**src/rtl/dma_ctrl_pkg.sv**
```systemverilog
// Shared types and default widths for the memory-to-memory copy engine.
package dma_ctrl_pkg;

   localparam int unsigned DMA_AW = 8;
   localparam int unsigned DMA_DW = 8;

   typedef enum logic [1:0] {
      ST_IDLE   = 2'd0,
      ST_READ   = 2'd1,
      ST_WRITE  = 2'd2,
      ST_FINISH = 2'd3
   } dma_state_t;

endpackage : dma_ctrl_pkg

```
**src/rtl/dma_ctrl.sv**
```systemverilog
// Byte-copy DMA sharing a single memory port with a core that always wins.
// One byte moves every two cycles (read, then write); a core request stalls
// the copy in place so it resumes without skipping or repeating a byte.
module dma_ctrl
   import dma_ctrl_pkg::*;
#(
   parameter int unsigned AW = DMA_AW,
   parameter int unsigned DW = DMA_DW
) (
   input  logic          clk,
   input  logic          rst_n,
   input  logic          start,
   input  logic [AW-1:0] src,
   input  logic [AW-1:0] dst,
   input  logic [AW-1:0] len,
   input  logic          core_req,
   input  logic          core_wr_en,
   input  logic [AW-1:0] core_addr,
   input  logic [DW-1:0] core_dat_in,
   input  logic [DW-1:0] mem_dat_out,
   output logic [AW-1:0] mem_addr,
   output logic          mem_wr_en,
   output logic [DW-1:0] mem_dat_in,
   output logic          busy,
   output logic          done
);

   // One extra bit so idx+1 < len cannot overflow when len is at its maximum.
   localparam int unsigned CW = AW + 1;

   dma_state_t    state_q, state_d;
   logic [AW-1:0] idx_q, idx_d;
   logic [AW-1:0] src_q, src_d;
   logic [AW-1:0] dst_q, dst_d;
   logic [AW-1:0] len_q, len_d;
   logic [DW-1:0] hold_q, hold_d;
   logic          busy_d, done_d;

   logic [AW-1:0] dma_addr_c;
   logic          dma_wr_en_c;
   logic [DW-1:0] dma_dat_c;

   // State, copy context and registered status flags.
   always_ff @(posedge clk or negedge rst_n) begin
      if (!rst_n) begin
         state_q <= ST_IDLE;
         idx_q   <= '0;
         src_q   <= '0;
         dst_q   <= '0;
         len_q   <= '0;
         hold_q  <= '0;
         busy    <= 1'b0;
         done    <= 1'b0;
      end else begin
         state_q <= state_d;
         idx_q   <= idx_d;
         src_q   <= src_d;
         dst_q   <= dst_d;
         len_q   <= len_d;
         hold_q  <= hold_d;
         busy    <= busy_d;
         done    <= done_d;
      end
   end

   // Next-state logic and the DMA side of the memory port.
   always_comb begin
      state_d     = state_q;
      idx_d       = idx_q;
      src_d       = src_q;
      dst_d       = dst_q;
      len_d       = len_q;
      hold_d      = hold_q;
      dma_addr_c  = '0;
      dma_wr_en_c = 1'b0;
      dma_dat_c   = '0;

      case (state_q)
         ST_IDLE: begin
            if (start) begin
               src_d   = src;
               dst_d   = dst;
               len_d   = len;
               idx_d   = '0;
               state_d = (len == '0) ? ST_FINISH : ST_READ;
            end
         end
         ST_READ: begin
            dma_addr_c = src_q + idx_q;
            if (!core_req) begin
               hold_d  = mem_dat_out;
               state_d = ST_WRITE;
            end
         end
         ST_WRITE: begin
            dma_addr_c  = dst_q + idx_q;
            dma_wr_en_c = 1'b1;
            dma_dat_c   = hold_q;
            if (!core_req) begin
               idx_d   = idx_q + AW'(1);
               state_d = ((CW'(idx_q) + CW'(1)) < CW'(len_q)) ? ST_READ : ST_FINISH;
            end
         end
         ST_FINISH: begin
            state_d = ST_IDLE;
         end
         default: begin
            state_d = ST_IDLE;
         end
      endcase

      busy_d = (state_d == ST_READ) || (state_d == ST_WRITE);
      done_d = (state_d == ST_FINISH);
   end

   // Memory port mux: the core owns the port whenever it asks for it.
   always_comb begin
      mem_addr   = dma_addr_c;
      mem_wr_en  = dma_wr_en_c;
      mem_dat_in = dma_dat_c;
      if (core_req) begin
         mem_addr   = core_addr;
         mem_wr_en  = core_wr_en;
         mem_dat_in = core_dat_in;
      end
   end

endmodule : dma_ctrl

```
**config.mk**
```make
export PLATFORM = sky130hd
export DESIGN_NAME = dma_ctrl
export DESIGN_NICKNAME = d
export VERILOG_FILES = /design/src/rtl/dma_ctrl_pkg.sv /design/src/rtl/dma_ctrl.sv
export SDC_FILE = /design/constraint.sdc
export NUM_CORES = 1
export LEC_CHECK = 0
export CAP_MARGIN = 40
export CORE_MARGIN = 4
export CORE_UTILIZATION = 52
export DETAILED_ROUTE_END_ITERATION = 7
export PLACE_DENSITY = 0.91
export SLEW_MARGIN = 10
export SYNTH_ARGS = -nofsm -noshare
export SYNTH_HDL_FRONTEND = slang
export SYNTH_SLANG_ARGS = --single-unit
```
**constraint.sdc**
```tcl
create_clock -name clk -period 4.5 [get_ports clk]
set_clock_uncertainty 0.1 [all_clocks]
set_input_delay 0.45 -clock clk [delete_from_list [all_inputs] [get_ports clk]]
set_output_delay 0.45 -clock clk [all_outputs]
set_load 0.01 [all_outputs]
```
==> results.cfg <==
[outcome]
outcome = finished, final reports clean

[synthesis]
synth.top_cells.by_count = dfrtp_1, mux2_2, ha_1, nand2_1, inv_1
seq_area_frac_synth = 0.4159
ys.flop_type = dfrtp_1
synth.most_common_cell = dfrtp_1
yosys.area_share.simple = 0.09735
synth_compound_area_frac = 0.1470
synth-seq-cells = 44
yosysTopAreaCellShare = 0.4159
synth_area_um2 = 2648
avgSynthCellArea_um2 = 10.99
yosysTopAreaCell = dfrtp_1
synth_top_family_by_area = multiplexers
synth_edf_count = 0
synth_xor_area_frac = 0.03592
synth.distinct_cells = 41
synth.net_count = 314
yosysWarnings = 0
synthMuxAreaShare = 0.1697
synthTopCellsByArea = dfrtp_1, mux2_2, ha_1
netlist_instances = 241
yosys.area_share.adder = 0.09735
async_reset_ff_frac = 1.000

[timing]
worstMarginPinSlew_ns = 0.7268
rsz0062_at_grt = no
maxSlewViolCount = 0
fin_crit_sh = 0.8841
finalCriticalPeriod_ns = 3.979
worst_slack_ns = 0.5215
hold_viol = 0
setup_viol = 0
finalSetupTns_ns = 0
fmaxAchievable_mhz = 251.4
maxSlewHeadroom = 0.5145

[setup_path]
path_max_fanout = 12
crit_slowest_cell = clkdlybuf4s50_1
endpoint = mem_addr[6]
worstPathRequired_ns = 3.95
cp_data_arrival_time_ns = 3.43
crit_chain = inv_1 -> ha_1 -> buf_4 -> mux2_2 -> ha_1 -> inv_1 -> fa_1 -> nor2b_1 -> o21ai_1 -> a21oi_1 -> nor3_1 -> o41ai_2 -> clkdlybuf4s50_1
path_delay_family = buffers and inverters
timing.rr.end = busy
worstRegToRegCells = 9
cpPeakStageDelay_ns = 0.60
r2r_slack_ns = 1.59
cp.depth = 13
endpoint_kind = output pin
cp-startpoint = state_q[0]
critPathBufInv = 4
reg2reg_from = idx_q[0]
start_kind = flip-flop
worstSetupPathType = flip-flop to output pin

[clock_network]
path_clk_slew_ns = 0.08
cts.sinks = 44
clk_latency_ns = 0.30
cts_buffers = 5
post_cts_resized = 0
cts_tree = done
clk_path_buf_depth = 2
cts_root_buffer = clkbuf_8
htree_levels = 2

[die]
core_um2 = 4817
die_area_um2 = 6297
num_rows = 25
start_util = 0.5496
ios = 72
die_h_um = 79.36
die_w_um = 79.36

[detailed_routing]
routedWlPerCell_um = 17.11
ant_nets = 0
via_count = 2172
first_pass_iters = 4
drc = 0
routed_via_density = 5.656
first_iter_violations = 144
drt-total-wl_um = 6570

[power_and_ir_drop]
powerDensity_nw_per_um2 = 498.9
peakVddDrop_mv = 0.2805
leakagePower_nw = 1.547

[min_path]
whs_path_depth = 1
hp-class = flip-flop to flip-flop

[placement]
pre_cts_ws_ns = 0.8740
port_buffers = 71
dpl.hpwl_um = 4937
gp_congestion = 0.9045

[grt]
grt_pass1_wl_um = 11130
grt_pass1_vias = 2324
antenna_found_initial = 0
grt_overflow = 0
grt_start_max_net_pins = 29
gr-usage-all-layers = 0.2272

[cells_and_area]
nets = 389
drive_gt1_frac = 0.1767
area_growth_pct = 34.55
insertedDiodeCount = 0

[run]
max-cap-violations = 0
==> what timing repair did <==
action,4_1_cts,5_1_grt
setup buffers,0,0
hold buffers,1,0
endpoints found under the hold margin,16,0
==> registers in the layout, indices dropped and copies added (netlist names) <==
register	count
busy	1
done	1
dst_q	8
hold_q	8
idx_q	8
len_q	8
src_q	8
state_q	2
==> metal layers <==
| layer | vias to the layer above | GRT usage | wire length (um) |
|---|---|---|---|
| met5 | - | 0 | 0 |
| met4 | 0 | 0.08076 | 119 |
| met3 | 14 | 0.06576 | 541 |
| met2 | 93 | 0.3838 | 3219 |
| met1 | 1048 | 0.2754 | 2690 |
| li1 | 1017 | - | - |
==> cell families (layout without fill, tap and decap cells) <==
kind of cell / count (synthesis) / in the layout
AO/OA/AOI/OAI: 56 / 56
AND/OR/NAND/NOR: 47 / 47
flip-flops: 44 / 44
multiplexers: 40 / 40
buffers and inverters: 24 / 100
adder cells (fa/ha/maj): 20 / 20
XOR/XNOR: 10 / 10
==> cells in the final DEF, fill, tap and decap left out, types with 3 or more instances in the layout <==
master            n
o21ai_1           5
clkdlybuf4s50_1  70
o21ai_0          14
xnor2_1           6
mux2_2           37
nand3_1           7
xor2_1            3
ha_1             19
a21oi_1           7
inv_1            16
clkbuf_8          6
nand2_1          18
o31ai_1           6
nor2b_1           5
nor2_1            5
a32o_1            4
a22o_1            8
dfrtp_1          44
==> power breakdown <==
part           leakage [nW]  switching (mW)  internal (mW)
Clock                0.0455           0.131          0.125
Combinational         0.965           0.397          0.459
Sequential            0.537          0.0999          0.566
==> cell type report <==
type                    count  area (um2)
flip-flops and latches     44        1101
well taps                  67       83.83
inverters                  16       60.06
clock buffers               8       90.09
fillers                   341        1255
multi-input cells         173        1449
repair buffers             76       778.2
==> per-stage QoR <==
step	cell area [um2]	instances	hold WS (ns)	total power, mW	utilization
after floorplan	2648	241	0.05441	1.200	-
after global placement	3415	373	0.3798	1.448	0.7088
after detailed placement	3462	375	0.3077	1.508	0.7187
after CTS	3562	384	0.4112	1.784	0.7395
after global routing	3562	384	0.4216	1.917	0.7395
final	3562	384	0.4075	1.777	0.7395
==> worst min-delay path by stage <==
stage | start | end
after floorplan | rst_n | busy
after global placement | len_q[6] | len_q[6]
after detailed placement | rst_n | hold_q[1]
after CTS | dst_q[5] | dst_q[5]
after global routing | dst_q[5] | dst_q[5]
final | len_q[7] | len_q[7]
No activity file was read; power rests on OpenSTA's default activity.
